$ cat src/rtl/tdm_demux4_5_if.sv
// tdm_demux4_5_if: link word input and committed lane outputs of the 1-to-4 TDM demultiplexer
interface tdm_demux4_5_if #(parameter int W = 5);
  logic [W-1:0] din;
  logic valid;
  logic frame;
  logic [W-1:0] O0, O1, O2, O3;
  logic upd;
  logic err;
  logic locked;
  logic [1:0] slot;
  modport master (output din, valid, frame, input O0, O1, O2, O3, upd, err, locked, slot);
  modport slave (input din, valid, frame, output O0, O1, O2, O3, upd, err, locked, slot);
endinterface

$ cat src/rtl/tdm_demux4_5.sv
// tdm_demux4_5: rebuilds four W-bit lanes from a framed word stream and commits them together
module tdm_demux4_5 #(parameter int W = 5) (
  input logic clk,
  input logic rst,
  tdm_demux4_5_if.slave bus
);
  typedef enum logic {HUNT, RUN} state_t;
  state_t state, state_n;
  logic [1:0] slot, slot_n;
  logic [W-1:0] s0, s1, s2;
  logic ld0, ld1, ld2, commit, err_n;
  // state register
  always_ff @(posedge clk or posedge rst)
    if (rst) state <= HUNT;
    else state <= state_n;
  // next state and slot-word decode; early marker restarts the frame, missing marker drops lock
  always_comb begin
    state_n = state;
    slot_n = slot;
    ld0 = 1'b0;
    ld1 = 1'b0;
    ld2 = 1'b0;
    commit = 1'b0;
    err_n = 1'b0;
    if (bus.valid) begin
      if (state == HUNT) begin
        if (bus.frame) begin
          ld0 = 1'b1;
          slot_n = 2'd1;
          state_n = RUN;
        end
      end else if (bus.frame) begin
        ld0 = 1'b1;
        slot_n = 2'd1;
        err_n = slot != 2'd0;
      end else if (slot == 2'd0) begin
        err_n = 1'b1;
        state_n = HUNT;
      end else begin
        slot_n = slot + 2'd1;
        ld1 = slot == 2'd1;
        ld2 = slot == 2'd2;
        commit = slot == 2'd3;
      end
    end
  end
  // slot counter, shadow buffer, committed lanes and status pulses
  always_ff @(posedge clk or posedge rst)
    if (rst) begin
      slot <= '0;
      {s0, s1, s2} <= '0;
      {bus.O0, bus.O1, bus.O2, bus.O3} <= '0;
      bus.upd <= 1'b0;
      bus.err <= 1'b0;
    end else begin
      slot <= slot_n;
      if (ld0) s0 <= bus.din;
      if (ld1) s1 <= bus.din;
      if (ld2) s2 <= bus.din;
      if (commit) {bus.O0, bus.O1, bus.O2, bus.O3} <= {s0, s1, s2, bus.din};
      bus.upd <= commit;
      bus.err <= err_n;
    end
  assign bus.locked = state == RUN;
  assign bus.slot = slot;
endmodule

$ cat src/flat_wrapper.sv
// flat-port wrapper written by rule: the top's interface ports become plain ports
module tdm_demux4_5_flat 
#(parameter int W = 5)
  (clk, rst, bus_din, bus_valid, bus_frame, bus_O0, bus_O1, bus_O2, bus_O3, bus_upd, bus_err, bus_locked, bus_slot);
  tdm_demux4_5_if #(.W(W)) bus_i ();
  input logic clk;
  input logic rst;
  input wire logic [$bits(bus_i.din)-1:0] bus_din;
  input wire logic [$bits(bus_i.valid)-1:0] bus_valid;
  input wire logic [$bits(bus_i.frame)-1:0] bus_frame;
  output wire logic [$bits(bus_i.O0)-1:0] bus_O0;
  output wire logic [$bits(bus_i.O1)-1:0] bus_O1;
  output wire logic [$bits(bus_i.O2)-1:0] bus_O2;
  output wire logic [$bits(bus_i.O3)-1:0] bus_O3;
  output wire logic [$bits(bus_i.upd)-1:0] bus_upd;
  output wire logic [$bits(bus_i.err)-1:0] bus_err;
  output wire logic [$bits(bus_i.locked)-1:0] bus_locked;
  output wire logic [$bits(bus_i.slot)-1:0] bus_slot;
  assign bus_i.din = bus_din;
  assign bus_i.valid = bus_valid;
  assign bus_i.frame = bus_frame;
  assign bus_O0 = bus_i.O0;
  assign bus_O1 = bus_i.O1;
  assign bus_O2 = bus_i.O2;
  assign bus_O3 = bus_i.O3;
  assign bus_upd = bus_i.upd;
  assign bus_err = bus_i.err;
  assign bus_locked = bus_i.locked;
  assign bus_slot = bus_i.slot;
  tdm_demux4_5 #(.W(W)) u_core (.clk(clk), .rst(rst), .bus(bus_i));
endmodule
$ cat config.mk
export PLATFORM = sky130hd
export DESIGN_NAME = tdm_demux4_5_flat
export DESIGN_NICKNAME = d
export VERILOG_FILES = /design/src/rtl/tdm_demux4_5_if.sv /design/src/rtl/tdm_demux4_5.sv /design/src/flat_wrapper.sv
export SDC_FILE = /design/constraint.sdc
export NUM_CORES = 1
export LEC_CHECK = 0
export CAP_MARGIN = 40
export CORE_ASPECT_RATIO = 1.25
export CORE_MARGIN = 3
export CORE_UTILIZATION = 56
export CTS_CLUSTER_DIAMETER = 50
export CTS_CLUSTER_SIZE = 25
export DETAILED_ROUTE_END_ITERATION = 10
export DONT_BUFFER_PORTS = 1
export PLACE_DENSITY = 0.71
export SLEW_MARGIN = 40
export SYNTH_ARGS = -nofsm -noshare
export SYNTH_HDL_FRONTEND = slang
export SYNTH_SLANG_ARGS = --single-unit
$ cat constraint.sdc
create_clock -name clk -period 1.8 [get_ports clk]
set_input_delay 0.36 -clock clk [delete_from_list [all_inputs] [get_ports clk]]
set_output_delay 0.36 -clock clk [all_outputs]
set_load 0.05 [all_outputs]
==> results of run 1 <==
-- layout by cell type (no fill, tap or decap), drive strengths merged --
cell type	Yosys	final
mux2i	1	1
dlygate4sd3	0	1
nor2b	1	1
inv	5	5
a21oi	1	1
a31oi	1	1
a22o	1	1
dfrtp	40	40
ha	5	5
nand2	5	5
o21ai	1	1
and3	1	1
mux2	35	35
clkbuf	0	7
buf	2	6
nor2	1	1
and3b	1	1
bufinv	0	1
-- cells by family after synthesis --
family                   synth area share [%]
AO/OA/AOI/OAI                            1.51
adder cells (fa/ha/maj)                  3.79
buffers and inverters                    2.50
flip-flops                               60.6
multiplexers                             28.8
AND/OR/NAND/NOR                          2.88
-- layer usage --
metal | global-route usage (%) | up-vias | wire [um]
met5 | 0 | - | 0
met4 | 6.54 | 0 | 42
met3 | 8.28 | 7 | 191
met2 | 28.7 | 29 | 1470
met1 | 19.7 | 401 | 1130
li1 | - | 375 | -
-- registers in the layout, summed over array words and instances (netlist names) --
name               count
u_core.bus.O1          5
u_core.bus.O0          5
u_core.s1              5
u_core.bus.O2          5
u_core.bus.O3          5
u_core.bus.err         1
u_core.s0              5
u_core.bus.slot        2
u_core.s2              5
u_core.bus.upd         1
u_core.bus.locked      1
-- power by group through the flow --
stage / Clock [mW] / Sequential [mW] / Combinational [mW]
after floorplan: 0 / 2.23 / 0.567
after global placement: 0 / 2.18 / 0.773
after detailed placement: 0 / 2.20 / 0.822
after CTS: 0.669 / 2.18 / 0.828
after global routing: 0.706 / 2.22 / 0.875
final: 0.655 / 2.17 / 0.819
-- worst min path at each step --
stage	end	slack, ns	cells after the start
5_1_grt	u_core.bus.err$_DFF_PP0_	0.1	2
6_report	u_core.bus.err$_DFF_PP0_	0.12	2
3_3_place_gp	u_core.bus.O2[0]$_DFFE_PP0P_	0.29	1
2_1_floorplan	u_core.bus.locked$_DFFE_PP0P_	0.46	1
4_1_cts	u_core.bus.err$_DFF_PP0_	0.11	2
3_5_place_dp	u_core.bus.O2[0]$_DFFE_PP0P_	0.29	1
-- critical path, delay by kind of cell (launching register included) --
kind / cells / cell delay [ns]
and+or+nand+nor: 1 / 0.13
adders and majority gates: 2 / 0.41
AOI/OAI and AO/OA: 2 / 0.35
buffers and inverters: 1 / 0.10
DFF: 1 / 0.41
-- cell type report --
| cell class | instances | area (um2) |
|---|---|---|
| Sequential cell | 40 | 1000 |
| Inverter | 5 | 18.8 |
| Tap cell | 34 | 42.5 |
| Multi-Input combinational cell | 54 | 611 |
| Clock inverter | 1 | 30.0 |
| Fill cell | 201 | 923 |
| Clock buffer | 7 | 65.1 |
| Timing Repair Buffer | 7 | 67.6 |
-- metrics by stage --
step | area (um2) | power [mW] | setup slack, ns
2_1_floorplan | 1650 | 2.80 | 0.0541
3_3_place_gp | 1730 | 2.95 | 0.417
3_5_place_dp | 1730 | 3.02 | 0.324
4_1_cts | 1840 | 3.68 | 0.302
5_1_grt | 1840 | 3.80 | 0.189
6_report | 1840 | 3.64 | 0.299
-- repair_timing --
| item | in CTS | in global routing |
|---|---|---|
| hold buffers | 1 | 0 |
| hold endpoints to repair | 10 | 0 |
| setup buffers | 0 | 0 |
==> out/results.tsv, run 1 <==
metric	value	unit
status	completed	
sequential area share after synthesis	60.6	%
Slowest-stage cell, CP	dfrtp_1	
number of warnings issued by yosys	0	
r2r worst-path depth	6	
Initial Util	59.9	%
startpoint types	flop	
RSZ-0062 raised after global routing	no	
fin nets	127	
R2R Setup Slk	0.30	ns
first-pass GRT wire length	4420	um
Pwr Density	1990	nW/um2
Final Max Slew Viols	0	
Residual DRC	0	
Synth top area share	60.6	%
final core utilization	66.5	%
final wirelength	2830	um
static leakage	0.943	nW
slew margin rel.	65.8	%
CTS tree	built	
routed wire length per instance	19.1	um
initial antenna violation count	0	
Final Skew	0.00622	ns
Final Non-Filler Cells	148	
CP Data Required Time	2.04	ns
Finish-stage setup viols	0	
cell taking the most area after synthesis	dfrtp_1	
# diodes	0	
Core ar.	2760	um2
Worst-Margin Slew	0.513	ns
die area	3640	um2
top post-synthesis cells by count	dfrtp_1, mux2_4, mux2_2, ha_1, inv_1	
CTS Buf Count	5	
Num Clock Sinks	40	
routed vias/inst	5.49	
clock share of power	18.0	%
clock latency on the worst-skew pair	0.34	ns
fraction of registers with async set/reset	100	%
total global routing overflow	0	
I/O Buffers	0	
Global Route Usage Sum	17.7	%
post-route antenna net violation count	0	
Post-Syn Nets	115	
kind of end point of the critical path	flop	
max_cap viols	0	
Die H	66.7	um
min-delay src	bus_valid	
crit path from	u_core.bus.slot[0]$_DFFE_PP0P_	
CP dominant cell by count	ha_1	
fmax	666	MHz
initial DRC count	6	
H-tree Lvls	2	
post-layout min period	1.50	ns
TritonRoute pass-1 iters	2	
hold_ws	0.119	ns
CTS resizes	0	
CTS root buffer	clkbuf_4	
Avg Inst Size Synth	16.4	um2
Sequential Power Share	59.5	%
Post-synth EDFFs	0	
Post-Syn Area	1650	um2
via count	812	
Fin. Hold Viols	0	
vias in the first global route	911	
critical path arrival	1.74	ns
placed insts	139	
net switching power	1.57	mW
Reg clk slew, reported paths	0.11	ns
cell count after synthesis	101	
Max Buffers Root-to-Sink	2	
Worst setup endpoint	u_core.bus.slot[1]$_DFFE_PP0P_	
switching part of the total power	43.1	%
synthesized flop and latch total	40	
CP cell instances	inv_1 -> ha_1 -> ha_1 -> nor2b_1 -> o21ai_0 -> a22o_1	
Comb pwr share	22.5	%
synth top area cells	dfrtp_1, mux2_4, mux2_2, ha_1, buf_6	
P_int	2.07	mW
peak per-stage delay on the critical path	0.41	ns
Area Growth Syn to Fin	11.1	%
std cell rows	21	
worst r2r src	u_core.bus.slot[0]$_DFFE_PP0P_	
die width	54.6	um
Crit Path Class	reg -> reg	
DP Wirelength	1990	um
I/O pins	34	
Netlist cell types	17	
cell with the most instances after synthesis	dfrtp_1	
Reg-to-Reg End	u_core.bus.slot[1]$_DFFE_PP0P_	
largest net degree at the start of global routing	31	
VDD IR max	1.23	mV
routability cong.	0.717	
Top FF cell, synth	dfrtp_1	
fraction of layout cells with a size suffix above 1	44.7	%
setup TNS	0	ns
Tcrit/Tclk final	83.4	%
Worst Path Max Fanout	4	
HP Class	in -> reg	
(Power assumes the default switching activity.)
==> run 2: changes to the inputs <==
--- a/config.mk
+++ b/config.mk
@@ -8,12 +8,12 @@
 export CAP_MARGIN = 40
 export CORE_ASPECT_RATIO = 1.25
 export CORE_MARGIN = 3
-export CORE_UTILIZATION = 56
+export CORE_UTILIZATION = 55
 export CTS_CLUSTER_DIAMETER = 50
 export CTS_CLUSTER_SIZE = 25
 export DETAILED_ROUTE_END_ITERATION = 10
 export DONT_BUFFER_PORTS = 1
-export PLACE_DENSITY = 0.71
+export PLACE_DENSITY = 0.73
 export SLEW_MARGIN = 40
 export SYNTH_ARGS = -nofsm -noshare
 export SYNTH_HDL_FRONTEND = slang
==> constraint.sdc (replaced) <==
create_clock -name clk -period 1.35 [get_ports clk]
set_input_delay 0.27 -clock clk [delete_from_list [all_inputs] [get_ports clk]]
set_output_delay 0.27 -clock clk [all_outputs]
set_load 0.05 [all_outputs]
==> out/results.tsv, run 2 (synthesis results as in run 1) <==
metric	value	unit
commonest non-fill, non-tap cell in the layout	dfrtp_1	
routed wire length per instance	17.1	um
Crit path depth	4	
R2R Setup Slk	-0.007	ns
Reg-to-Reg End	u_core.bus.O0[1]$_DFFE_PP0P_	
max_cap viols	0	
Area Growth Syn to Fin	21.7	%
peak per-stage delay on the critical path	0.42	ns
Final Max Slew Viols	0	
Final Skew	0.00522	ns
static leakage	1.03	nW
routed vias/inst	5.26	
Max Buffers Root-to-Sink	2	
final wirelength	2800	um
final core utilization	72.2	%
fraction of layout cells with a size suffix above 1	58.5	%
Core ar.	2790	um2
largest net degree at the start of global routing	41	
TritonRoute pass-1 iters	4	
routability cong.	0.678	
fin nets	143	
CP cell instances	and3b_2 -> nand2_4 -> buf_12 -> mux2_4	
die area	3700	um2
GR Util met3	8.17	%
CTS tree	built	
crit path from	u_core.bus.locked$_DFFE_PP0P_	
std cell rows	21	
Crit path max-delay family	flip-flops	
CP bufs+invs	1	
failing checks	negative setup slack	
met1 Track Usage GR	19.4	%
via count	862	
RSZ-0062 raised after global routing	yes	
critical path arrival	1.59	ns
Finish-stage setup viols	5	
hold_ws	0.0613	ns
fmax	737	MHz
Reg clk slew, reported paths	0.11	ns
vias in the first global route	970	
Residual DRC	0	
clock latency on the worst-skew pair	0.34	ns
kind of end point of the critical path	flop	
CTS root buffer	clkbuf_4	
GRT busiest layer	met2	
Die H	67.3	um
# diodes	0	
Crit Path Class	reg -> reg	
status	finished with violations	
VDD IR max	1.74	mV
DP Wirelength	1950	um
first-pass GRT wire length	4500	um
initial DRC count	10	
Global Route Usage Sum	18.0	%
most frequent cells in the layout	dfrtp_1, mux2_4, buf_4	
r2r worst-path depth	4	
Initial Util	59.3	%
Total Power	5.07	mW
Worst-Margin Slew	0.488	ns
Pwr Density	2520	nW/um2
slew margin rel.	67.4	%
Fin. Hold Viols	0	
post-route antenna net violation count	0	
Tcrit/Tclk final	100	%
H-tree Lvls	2	
startpoint types	flop	
die width	55.0	um
initial antenna violation count	0	
Worst Path Max Fanout	10	
Worst setup endpoint	u_core.bus.O0[1]$_DFFE_PP0P_	
worst setup margin	-0.00663	ns
Num Clock Sinks	40	
GR Util met2	29.6	%
HP Class	in -> reg	
worst r2r src	u_core.bus.locked$_DFFE_PP0P_	
Slowest-stage cell, CP	dfrtp_2	
CP Data Required Time	1.59	ns
total global routing overflow	0	
CTS Buf Count	5	
I/O Buffers	0	
I/O pins	34	
post-layout min period	1.36	ns
## run 2: worst min-delay path by stage
stage / start / end / slack, ns / depth (start not counted)
2_1_floorplan: bus_valid / u_core.bus.locked$_DFFE_PP0P_ / 0.37 / 1
3_3_place_gp: rst / u_core.s0[0]$_DFFE_PP0P_ / 0.31 / 2
3_5_place_dp: rst / u_core.bus.O1[0]$_DFFE_PP0P_ / 0.31 / 2
4_1_cts: bus_valid / u_core.bus.err$_DFF_PP0_ / 0.01 / 2
5_1_grt: bus_din[3] / u_core.bus.O3[3]$_DFFE_PP0P_ / 0.03 / 1
6_report: bus_din[3] / u_core.bus.O3[3]$_DFFE_PP0P_ / 0.06 / 1
## run 2: routing by layer
layer	share of wire (%)	wire, um	vias to the layer above
li1	-	-	409
met1	42	1170	424
met2	51	1430	25
met3	5.2	145	4
met4	2.0	55	0
met5	0	0	-
## run 2: repair_timing
| action | in CTS | in global routing |
|---|---|---|
| pin swaps | 4 | 2 |
| setup buffers | 2 | 1 |
| cloned | 0 | 0 |
| hold endpoints to repair | 41 | 1 |
| endpoints found under the setup margin | 7 | 21 |
| resized for setup | 3 | 3 |
| hold buffers | 2 | 1 |
## run 2: final cells by class
| type | count | area (um2) |
|---|---|---|
| tap | 34 | 42.5 |
| clock inverter | 2 | 35.0 |
| sequential | 40 | 1000 |
| multi-input combinational | 54 | 661 |
| fill | 200 | 773 |
| clock buffer | 6 | 41.3 |
| timing repair buffer | 23 | 209 |
| inverter | 5 | 18.8 |
## run 2: where the power goes
group	switching (mW)	internal, mW	total [mW]
clock	0.374	0.388	0.762
sequential	0.779	1.66	2.44
combinational	0.989	0.885	1.87
## run 2: per-stage QoR
step | setup TNS [ns] | setup WS [ns] | std cells | cell area, um2
after CTS | -0.0122 | -0.00962 | 162 | 1980
after detailed placement | -0.169 | -0.0357 | 150 | 1860
after global placement | -0.00782 | -0.00263 | 150 | 1860
after floorplan | -2.56 | -0.0894 | 101 | 1700
final | -0.0266 | -0.00663 | 164 | 2010
after global routing | -0.432 | -0.0518 | 164 | 2010
==> run 3: changes to the inputs <==
--- a/config.mk
+++ b/config.mk
@@ -5,15 +5,15 @@
 export SDC_FILE = /design/constraint.sdc
 export NUM_CORES = 1
 export LEC_CHECK = 0
-export CAP_MARGIN = 40
 export CORE_ASPECT_RATIO = 1.25
 export CORE_MARGIN = 3
-export CORE_UTILIZATION = 55
+export CORE_UTILIZATION = 56
 export CTS_CLUSTER_DIAMETER = 50
 export CTS_CLUSTER_SIZE = 25
 export DETAILED_ROUTE_END_ITERATION = 10
 export DONT_BUFFER_PORTS = 1
-export PLACE_DENSITY = 0.73
+export PLACE_DENSITY = 0.71
+export RECOVER_POWER = 100
 export SLEW_MARGIN = 40
 export SYNTH_ARGS = -nofsm -noshare
 export SYNTH_HDL_FRONTEND = slang
==> constraint.sdc (replaced) <==
create_clock -name clk -period 1.4 [get_ports clk]
set_input_delay 0.28 -clock clk [delete_from_list [all_inputs] [get_ports clk]]
set_output_delay 0.28 -clock clk [all_outputs]
set_load 0.05 [all_outputs]
==> out/results.tsv, run 3 (synthesis results as in run 1) <==
metric	value	unit
die area	3640	um2
clock latency on the worst-skew pair	0.35	ns
Final Max Slew Viols	0	
met1 Track Usage GR	21.0	%
I/O Buffers	0	
startpoint types	flop	
routed wire length per instance	17.5	um
largest net degree at the start of global routing	41	
Reg clk slew, reported paths	0.12	ns
DP Wirelength	1840	um
Residual DRC	0	
most frequent cells in the layout	dfrtp_1, mux2_4, mux2_2	
placed insts	139	
layout filler cell count	198	
post-layout min period	1.35	ns
Max Buffers Root-to-Sink	2	
max_cap viols	0	
HP Class	in -> reg	
routability cong.	0.691	
Finish-stage setup viols	0	
Worst Path Max Fanout	13	
Pwr Density	2480	nW/um2
Final Skew	0.00623	ns
r2r worst-path depth	4	
CP cell instances	ha_2 -> nand2_4 -> buf_12 -> mux2_4	
GRT busiest layer	met2	
kind of end point of the critical path	flop	
die width	54.6	um
setup TNS	0	ns
Core ar.	2760	um2
critical path arrival	1.59	ns
peak per-stage delay on the critical path	0.46	ns
status	completed	
min-delay src	bus_valid	
first-pass GRT wire length	4320	um
routed vias/inst	5.66	
TritonRoute pass-1 iters	4	
static leakage	0.951	nW
WHS Path Cells	2	
CTS Buf Count	5	
H-tree Lvls	2	
vias in the first global route	878	
Worst-Margin Slew	0.849	ns
CTS root buffer	clkbuf_4	
CP Data Required Time	1.64	ns
final wirelength	2610	um
Crit path max-delay family	flip-flops	
Area Growth Syn to Fin	14.2	%
std cell rows	21	
Worst Hold Path EP	u_core.bus.err$_DFF_PP0_	
worst r2r src	u_core.bus.slot[0]$_DFFE_PP0P_	
via count	844	
Total Power	4.67	mW
commonest non-fill, non-tap cell in the layout	dfrtp_1	
post-route cell area	1890	um2
# Post-CTS Setup Buffers	0	
fin nets	128	
Initial Util	59.9	%
Reg-to-Reg End	u_core.bus.O3[2]$_DFFE_PP0P_	
placed cell area	1780	um2
Die H	66.7	um
VDD IR max	1.57	mV
CTS tree	built	
# diodes	0	
slew margin rel.	43.4	%
Num Clock Sinks	40	
CP bufs+invs	1	
I/O pins	34	
RSZ-0062 raised after global routing	yes	
total global routing overflow	0	
GR Util met2	25.0	%
Tcrit/Tclk final	96.6	%
fmax	739	MHz
initial DRC count	18	
Crit Path Class	reg -> reg	
Fin. Hold Viols	0	
GR Util met3	8.50	%
R2R Setup Slk	0.05	ns
initial antenna violation count	0	
Final Non-Filler Cells	149	
Slowest-stage cell, CP	dfrtp_2	
fraction of layout cells with a size suffix above 1	53.0	%
post-route antenna net violation count	0	
Global Route Usage Sum	17.2	%
[run 3: cell types whose count changed in the layout (fill, tap and decap cells not counted), sizes merged]
cell / before / now
buf: 20 / 6
dlygate4sd3: 3 / 2
clkbuf: 6 / 5
clkinvlp: 0 / 1
inv: 5 / 6
clkinv: 1 / 0
[run 3: worst max path at each step]
| stage | from | to | slack, ns | cells after the start |
|---|---|---|---|---|
| final | u_core.bus.slot[0]$_DFFE_PP0P_ | u_core.bus.O3[2]$_DFFE_PP0P_ | 0.05 | 4 |
| after global routing | rst | u_core.bus.slot[1]$_DFFE_PP0P_ | -0.002 | 3 |
| after CTS | u_core.bus.slot[0]$_DFFE_PP0P_ | u_core.bus.slot[1]$_DFFE_PP0P_ | 0.03 | 6 |
| after detailed placement | u_core.bus.slot[0]$_DFFE_PP0P_ | u_core.s2[4]$_DFFE_PP0P_ | -0.0009 | 4 |
| after global placement | u_core.bus.slot[0]$_DFFE_PP0P_ | u_core.s2[4]$_DFFE_PP0P_ | 0.03 | 4 |
| after floorplan | u_core.bus.locked$_DFFE_PP0P_ | u_core.bus.O0[0]$_DFFE_PP0P_ | -0.04 | 4 |
[run 3: worst reg2reg max path: cells and delay by family, from the launching register on]
family	cells	cell delay, ns
buffers and inverters	1	0.17
adders and majority gates	1	0.22
and+or+nand+nor	1	0.10
muxes	1	0.31
DFF	1	0.46
[run 3: through the flow]
| step | worst slack, ns | hold WS, ns | utilization [%] |
|---|---|---|---|
| 2_1_floorplan | -0.0394 | 0.380 | - |
| 3_3_place_gp | 0.0283 | 0.313 | 64.5 |
| 3_5_place_dp | -0.000881 | 0.326 | 64.5 |
| 4_1_cts | 0.0307 | 0.00568 | 68.3 |
| 5_1_grt | -0.00213 | 0.000220 | 68.4 |
| 6_report | 0.0470 | 0.0299 | 68.4 |
[run 3: report_power, final]
group	switching (mW)	internal, mW
combinational	0.445	0.659
sequential	1.22	1.59
clock	0.382	0.381
total	2.04	2.63
[run 3: timing repair]
action                                 in CTS  in global routing
endpoints found under the hold margin      41                  0
gates resized for setup                     1                  2
hold buffers                                2                  0
setup endpoints to repair                   5                  2
[run 3: layer usage]
| metal | routed length [um] | part of all wire [%] |
|---|---|---|
| met3 | 202 | 7.7 |
| met1 | 1090 | 42 |
| met4 | 44 | 1.7 |
| met5 | 0 | 0 |
| met2 | 1270 | 49 |
[run 3: layout make-up]
type,instances,area [um2],share of cell area (%)
flip-flops and latches,40,1000,53.2
multi-input cells,54,648,34.3
inverters,5,21.3,1.13
well taps,34,42.5,2.25
repair buffers,8,87.6,4.64
clock buffers,5,37.5,1.99
clock inverters,3,46.3,2.45
